`src/rtl/cpu_pkg.sv`:
```
// cpu_pkg: shared machine-state encodings, control-flow opcodes and default widths
package cpu_pkg;
  localparam int ADDR_W_DEFAULT = 8;
  localparam logic [2:0] ST_FETCH   = 3'b000;
  localparam logic [2:0] ST_DECODE  = 3'b001;
  localparam logic [2:0] ST_EXECUTE = 3'b010;
  localparam logic [2:0] ST_HALT    = 3'b100;
  localparam logic [1:0] TYPE_CTRL  = 2'b11;
  localparam logic [2:0] OP_JMP  = 3'b000;
  localparam logic [2:0] OP_JZ   = 3'b001;
  localparam logic [2:0] OP_JNZ  = 3'b010;
  localparam logic [2:0] OP_JC   = 3'b011;
  localparam logic [2:0] OP_JNC  = 3'b100;
  localparam logic [2:0] OP_CALL = 3'b101;
  localparam logic [2:0] OP_RET  = 3'b110;
  localparam logic [2:0] OP_HALT = 3'b111;
endpackage

```
`src/rtl/call_stack.sv`:
```
// call_stack: return-address LIFO of ADDR_W-bit entries with full/empty status
module call_stack #(
  parameter int ADDR_W = 8,
  parameter int DEPTH  = 4
) (
  input  logic              clk,
  input  logic              rst_n,
  input  logic              push,
  input  logic              pop,
  input  logic [ADDR_W-1:0] din,
  output logic [ADDR_W-1:0] dout,
  output logic              full,
  output logic              empty
);
  localparam int CW = $clog2(DEPTH + 1);
  localparam int IW = DEPTH > 1 ? $clog2(DEPTH) : 1;
  logic [CW-1:0]     cnt;
  logic [IW-1:0]     top_idx;
  logic [ADDR_W-1:0] mem [DEPTH];
  assign full    = cnt == CW'(DEPTH);
  assign empty   = cnt == '0;
  assign top_idx = IW'(cnt - CW'(1));
  assign dout    = mem[top_idx];
  // occupancy count; only reset clears it
  always_ff @(posedge clk or negedge rst_n)
    if (!rst_n) cnt <= '0;
    else if (push && !full) cnt <= cnt + CW'(1);
    else if (pop && !empty) cnt <= cnt - CW'(1);
  // entry storage needs no reset, occupancy decides what is valid
  always_ff @(posedge clk)
    if (push && !full) mem[IW'(cnt)] <= din;
endmodule

```
`src/rtl/fetch_sequencer.sv`:
```
// fetch_sequencer: PC owner and FETCH/DECODE/EXECUTE sequencer; FETCH_CALL_STACK_EN adds CALL/RET return stack
module fetch_sequencer
  import cpu_pkg::*;
#(
  parameter int                ADDR_W       = ADDR_W_DEFAULT,
  parameter logic [ADDR_W-1:0] RESET_VECTOR = '0,
  parameter int                STACK_DEPTH  = 4
) (
  input  logic              clk,
  input  logic              rst_n,
  input  logic [1:0]        instructionType,
  input  logic [2:0]        instructionCode,
  input  logic [7:0]        literalOrAddress,
  input  logic              zeroFlag,
  input  logic              carryFlag,
  input  logic              stall,
  output logic [ADDR_W-1:0] romAddress,
  output logic [2:0]        state,
  output logic              halted,
  output logic              stackFault
);
  logic [2:0]        state_d;
  logic [ADDR_W-1:0] pc_inc, lit, next_pc, call_pc, ret_pc;
  logic              exit, is_ctrl, is_call, is_ret, call_fault, halt_now;
  assign pc_inc   = romAddress + ADDR_W'(1);
  assign lit      = ADDR_W'(literalOrAddress);
  assign is_ctrl  = instructionType == TYPE_CTRL;
  assign is_call  = is_ctrl && instructionCode == OP_CALL;
  assign is_ret   = is_ctrl && instructionCode == OP_RET;
  assign exit     = state == ST_EXECUTE && !stall;
  assign halt_now = (is_ctrl && instructionCode == OP_HALT) || call_fault;
  assign halted   = state == ST_HALT;
`ifdef FETCH_CALL_STACK_EN
  logic full, empty, push, pop;
  assign push       = exit && is_call && !full;
  assign pop        = exit && is_ret && !empty;
  assign call_fault = (is_call && full) || (is_ret && empty);
  assign call_pc    = lit;
  call_stack #(.ADDR_W(ADDR_W), .DEPTH(STACK_DEPTH)) u_stack (
    .clk(clk), .rst_n(rst_n), .push(push), .pop(pop),
    .din(pc_inc), .dout(ret_pc), .full(full), .empty(empty)
  );
  // sticky fault on a CALL into a full stack or RET from an empty one
  always_ff @(posedge clk or negedge rst_n)
    if (!rst_n) stackFault <= 1'b0;
    else if (exit && call_fault) stackFault <= 1'b1;
`else
  assign call_fault = 1'b0;
  assign call_pc    = pc_inc;
  assign ret_pc     = pc_inc;
  assign stackFault = 1'b0;
`endif
  // target of the instruction leaving EXECUTE
  always_comb begin
    next_pc = pc_inc;
    if (is_ctrl)
      case (instructionCode)
        OP_JMP:  next_pc = lit;
        OP_JZ:   next_pc = zeroFlag ? lit : pc_inc;
        OP_JNZ:  next_pc = !zeroFlag ? lit : pc_inc;
        OP_JC:   next_pc = carryFlag ? lit : pc_inc;
        OP_JNC:  next_pc = !carryFlag ? lit : pc_inc;
        OP_CALL: next_pc = call_pc;
        OP_RET:  next_pc = ret_pc;
        default: next_pc = pc_inc;
      endcase
  end
  // sequencing; unreachable codes fall back to FETCH
  always_comb begin
    case (state)
      ST_FETCH:   state_d = ST_DECODE;
      ST_DECODE:  state_d = ST_EXECUTE;
      ST_EXECUTE: state_d = stall ? ST_EXECUTE : halt_now ? ST_HALT : ST_FETCH;
      ST_HALT:    state_d = ST_HALT;
      default:    state_d = ST_FETCH;
    endcase
  end
  // state and PC; PC moves only when an instruction retires without halting
  always_ff @(posedge clk or negedge rst_n)
    if (!rst_n) begin
      state      <= ST_FETCH;
      romAddress <= RESET_VECTOR;
    end else begin
      state <= state_d;
      if (exit && !halt_now) romAddress <= next_pc;
    end
endmodule

```
`config.mk`:
```
export PLATFORM = sky130hd
export DESIGN_NAME = fetch_sequencer
export DESIGN_NICKNAME = d
export VERILOG_FILES = /design/src/rtl/cpu_pkg.sv /design/src/rtl/call_stack.sv /design/src/rtl/fetch_sequencer.sv
export SDC_FILE = /design/constraint.sdc
export NUM_CORES = 1
export LEC_CHECK = 0
export ABC_AREA = 1
export ABC_CLOCK_PERIOD_IN_PS = 1330
export CAP_MARGIN = 20
export CORE_MARGIN = 5
export CORE_UTILIZATION = 44
export CTS_CLUSTER_SIZE = 12
export DETAILED_ROUTE_END_ITERATION = 12
export PLACE_DENSITY = 0.79
export SYNTH_ARGS = -nofsm -noshare
export SYNTH_HDL_FRONTEND = slang
export SYNTH_SLANG_ARGS = --single-unit
```
`constraint.sdc`:
```
create_clock -name clk -period 1.33 [get_ports clk]
set_input_delay 0.399 -clock clk [delete_from_list [all_inputs] [get_ports clk]]
set_output_delay 0.399 -clock clk [all_outputs]
set_load 0.03 [all_outputs]
```
# [After elaboration in Yosys (flattened, before gate mapping)]
# Cells that the tools add are included.
# Widths: inputs -> output; s select.
[word_totals] in_bits=18 wordCells=28 regBits=11
[op_classes] n_reduce_logical=7 n_addsub=1 eq_ne=9 n_mux=9
[ops] cell="$mux 8" count=5
[ops] cell="$pmux 8 s5" count=1
[ops] cell="$pmux 3 s4" count=1
[ops] cell="$eq 3x2->1 const B" count=3
[ops] cell="$eq 3x3->1 const B" count=3
[ops] cell="$add 8x1->8 const B" count=1
[ops] cell="$eq 3x1->1 const B" count=2
[ops] cell="$logic_not 3->1" count=2
[ops] cell="$mux 3" count=2
[ops] cell="$logic_and 1x1->1" count=3
[ops] cell="$eq 2x2->1 const B" count=1
[ops] cell="$logic_not 1->1" count=2

# [Depth between registers and ports, before layout]
[depth] depth_word=5 mapped_depth=10 depth_no_buf=10

# [Worst setup path before layout]
# Ideal clock, no wire load.
[synth_path] path_kind="register to output" startpoint="register state[2]" endpoint="output port halted" path_buffers=0 stages_incl_launch_ff=3 slack_ns=-0.357 arrival_ns=1.288 required_ns=0.931 path_cell_list="dfrtp_1 > inv_1 > nor3_1"
[synth_between] elab_chain_len=1
[synth_rtl] element="start: declaration" line_no="fetch_sequencer.sv:18" source="output logic [2:0] state,"
[synth_rtl] element="start signal: assignment" line_no="fetch_sequencer.sv:84" source="state <= state_d;"
[synth_rtl] element="$eq 3x3->1" line_no="fetch_sequencer.sv:32" source="assign halted = state == ST_HALT;"
[synth_rtl] element="end: declaration" line_no="fetch_sequencer.sv:19" source="output logic halted,"
# Every way passes these cells.

# [Worst setup path after layout]
# Ends and elaborated chain as after synthesis.

==> summary.md <==
| Metric | Value |
|---|---|
| TritonCTS clock tree | `done` |
| Post-synth top area cell | `dfrtp_1` |
| Post-synthesis mux area share | `0` |
| Non-Filler Instances | `220` |
| Routed wire per std cell | `13.1 um` |
| Dpl cells | `between 200 and 250` |
| Failing checks | `setup timing` |
| Post-Syn Area | `895 sq um` |
| Sw frac | `0.485` |
| FP Rows | `16` |
| Async set-reset flop share out of synthesis | `1.00` |
| Worst Setup Path Type | `reg -> out` |
| Clk_lat worst skew | `0.28 ns` |
| Switching pwr | `1.30 mW` |
| Setup TNS | `-0.473 ns` |
| Worst Reg2Reg Path Length in Cells | `10` |
| R2R Path End | `romAddress[4]$_DFFE_PN0P_` |
| Core Box Area | `1940 sq um` |
| Worst R2R Setup Slack | `-0.01 ns` |
| Routed vias/inst | `5.11` |
| Synthesized flop and latch total | `11` |
| Area occupied by multi-input gates | `just over 600 sq um` |
| Dpl cell area | `1290 sq um` |
| Dpl hpwl | `2.03 mm` |
| Final core utilization | `0.759` |
| P_leak | `0.760 nW` |
| Die Y-Extent | `between 50 and 60 um` |
| Die Wd | `about 55 um` |
| Synth Area in Adders | `0.0140` |
| Starting DRT DRC Count | `26` |
| Mapped Avg Cell Area | `6.17 sq um` |
| Final setup violation count | `6` |
| Simple-gate share of the synthesized area | `0.469` |
| Via count | `1124` |
| Combinational power share | `0.645` |
| Worst Setup SP | `state[2]$_DFF_PN0_` |
| Max IR drop VDD | `1.67 mV` |
| Grt ovf | `0` |
| Unrepaired setup endpoints after global routing | `yes` |
| Largest cells by area after synthesis | `dfrtp_1, nand2_1, nand3_1` |
| Status | `finished with violations` |
| Largest family of logic cells by synthesized area | `simple AND/OR/NAND/NOR gates` |
| Num CTS Buffers | `3` |
| Initial Util | `0.461` |
| Final Max Slew Viols | `0` |
| Syn Inst Count | `roughly 150` |
| Root Buffer | `clkbuf_4` |
| Cell mode on critical path | `buf_6` |
| Power share of the clock group | `0.090` |
| Peak Freq | `637 MHz` |
| FF+latch area | `285 sq um` |
| I/O pin cnt | `31` |
| Largest net degree at the start of global routing | `12` |
| Post-DRT Antenna Nets | `0` |
| Die ar. | `roughly 3000 sq um` |
| IO Port Bufs | `29` |
| Remaining DRCs | `0` |
| Layout cells sized above 1 | `0.378` |
| Total power | `2.68 mW` |
| Top-count cell post-synth | `nand2_1` |
| Sequential power share | `0.265` |
| Fill cell count | `146` |
| Post-synthesis xor/xnor area fraction | `0.0196` |
| Final Hold Vio Count | `0` |
| Hold Worst Slack | `0.404 ns` |
| Crit share post-route | `1.18` |
| Clk sinks | `11` |
| Clock transition at path regs | `0.08 ns` |
| Cts-stage hold buffer count | `0` |
| Area fraction in compound gates after synthesis | `0.0629` |
| Pre-antenna DRT Iters | `4` |
| Critical path arrival | `about 1.2 ns` |
| Hold Crit Class | `in -> async` |
| Clock Path Buffers | `2` |
| Max-cap violations | `0` |
| Yosys warnings | `0` |
| Top-area cell type share of the netlist area | `0.308` |
| Peak per-stage delay on the critical path | `0.37 ns` |
| CP cell instances | `inv_2 > buf_6 > nor3_4 > buf_6` |
| Htree depth | `1` |
| Number of global-route vias before repair | `1032` |
| PwrDens | `1820 nW/um^2` |
| CP startpoint kind | `flop` |
| Initial antenna violation count | `0` |
| Drt total wl | `approximately 2.9 mm` |
| Antenna diodes | `0` |
| Synth cell count leaders | `nand2_1, nor2_1, inv_1, nand3_1, dfrtp_1` |
| Critical Path RT | `between 0.9 and 1 ns` |
| Slowest-stage cell, CP | `dfrtp_2` |
| Final setup margin | `-0.239 ns` |
| First-pass GRT wire length | `4.35 mm` |
| Post-synth EDFFs | `0` |
| Period minus WS final | `1.57 ns` |
| Fin nets | `213` |
| Synth cell types | `24` |
| Post-route cell area | `between 1000 and 1500 sq um` |
| Layout area overhead | `64.8%` |
| Int Power | `1.38 mW` |
| Main synth FF type | `dfrtp_1` |
| Fin Clk Skew | `about 0.0064 ns` |
| CP endpoint kind | `primary output` |
| Post-synthesis sequential area ratio | `0.308` |
| Pre-CTS setup slack | `-0.534 ns` |
| Reg-to-reg startpoint | `state[2]$_DFF_PN0_` |
| CP Max Fanout | `2` |
| Mapped Nets | `164` |
| Tot GR Track Use | `0.203` |
| Gpl congestion | `0.896` |
==> sequential cells by signal, summed over array words and instances, names as in the netlist <==
register	count
romAddress	8
state	3
==> metal layers <==
metal | routed length, um | vias to the layer above | track usage
met5 | 0 | - | 0
met4 | 112 | 0 | 0.101
met3 | 217 | 18 | 0.0777
met2 | 1510 | 41 | 0.350
met1 | 1040 | 516 | 0.213
li1 | - | 549 | -
==> layout by cell type, fill, tap and decap left out <==
master	n
nand2_1	33
nor2_1	21
inv_1	18
nand3_1	16
buf_6	15
buf_4	13
clkdlybuf4s50_1	9
dfrtp_2	8
inv_2	6
nand3_2	5
nand2_2	4
dlygate4sd2_1	4
nand4_1	3
nor2_2	3
clkbuf_4	3
clkbuf_2	3
dfrtp_1	3
nand3_4	2
nor2_4	2
inv_4	2
xor2_1	2
a21oi_2	2
a21oi_1	2
or2_2	1
nor3_4	1
o22ai_1	1
o21bai_1	1
a21boi_0	1
o21ai_2	1
nand2_4	1
o21ai_1	1
or2_0	1
o21ai_0	1
ha_4	1
conb_1	1
clkbuf_1	1
dlymetal6s2s_1	1
==> worst max path at each step <==
stage,slack (ns),cells after the start,endpoint
6_report,-0.24,4,halted
5_1_grt,-0.32,4,halted
4_1_cts,-0.23,4,halted
3_5_place_dp,-0.53,9,romAddress[1]$_DFFE_PN0P_
3_3_place_gp,-0.47,9,romAddress[1]$_DFFE_PN0P_
2_1_floorplan,0.004,9,romAddress[4]$_DFFE_PN0P_
==> logic make-up (layout without fill, tap and decap cells) <==
group	after synthesis	after routing
AOI/OAI and AO/OA	10	10
and+or+nand+nor	93	93
adders and majority gates	1	1
DFF	11	11
other	1	1
xor gates and xnor gates	2	2
buffers and inverters	27	75
==> worst max-delay path, delay by kind of cell, from the launching register on <==
kind                   cells  cell delay [ns]
buffers and inverters      3             0.31
flip-flops                 1             0.37
AND/OR/NAND/NOR            1             0.21
==> power groups by stage <==
stage / clock network (mW) / logic, mW / registers [mW]
finish: 0.242 / 1.73 / 0.709
global route: 0.263 / 1.90 / 0.733
CTS: 0.245 / 1.52 / 0.662
detailed placement: 0 / 1.48 / 0.642
global placement: 0 / 1.45 / 0.637
floorplan: 0 / 0.596 / 0.942
==> repair_timing <==
item                                    CTS  global route
gates resized for setup                  21            35
pin swaps                                 8             9
endpoints found under the setup margin   14            15
buffers inserted                          1             4
==> area by class of cell <==
cell class | instances | area share
inverter | 26 | 0.0696
timing repair buffer | 45 | 0.284
tap | 27 | 0.0229
multi-input combinational | 107 | 0.412
sequential | 11 | 0.194
clock buffer | 4 | 0.0178
No activity file was read; power rests on OpenSTA's default activity.
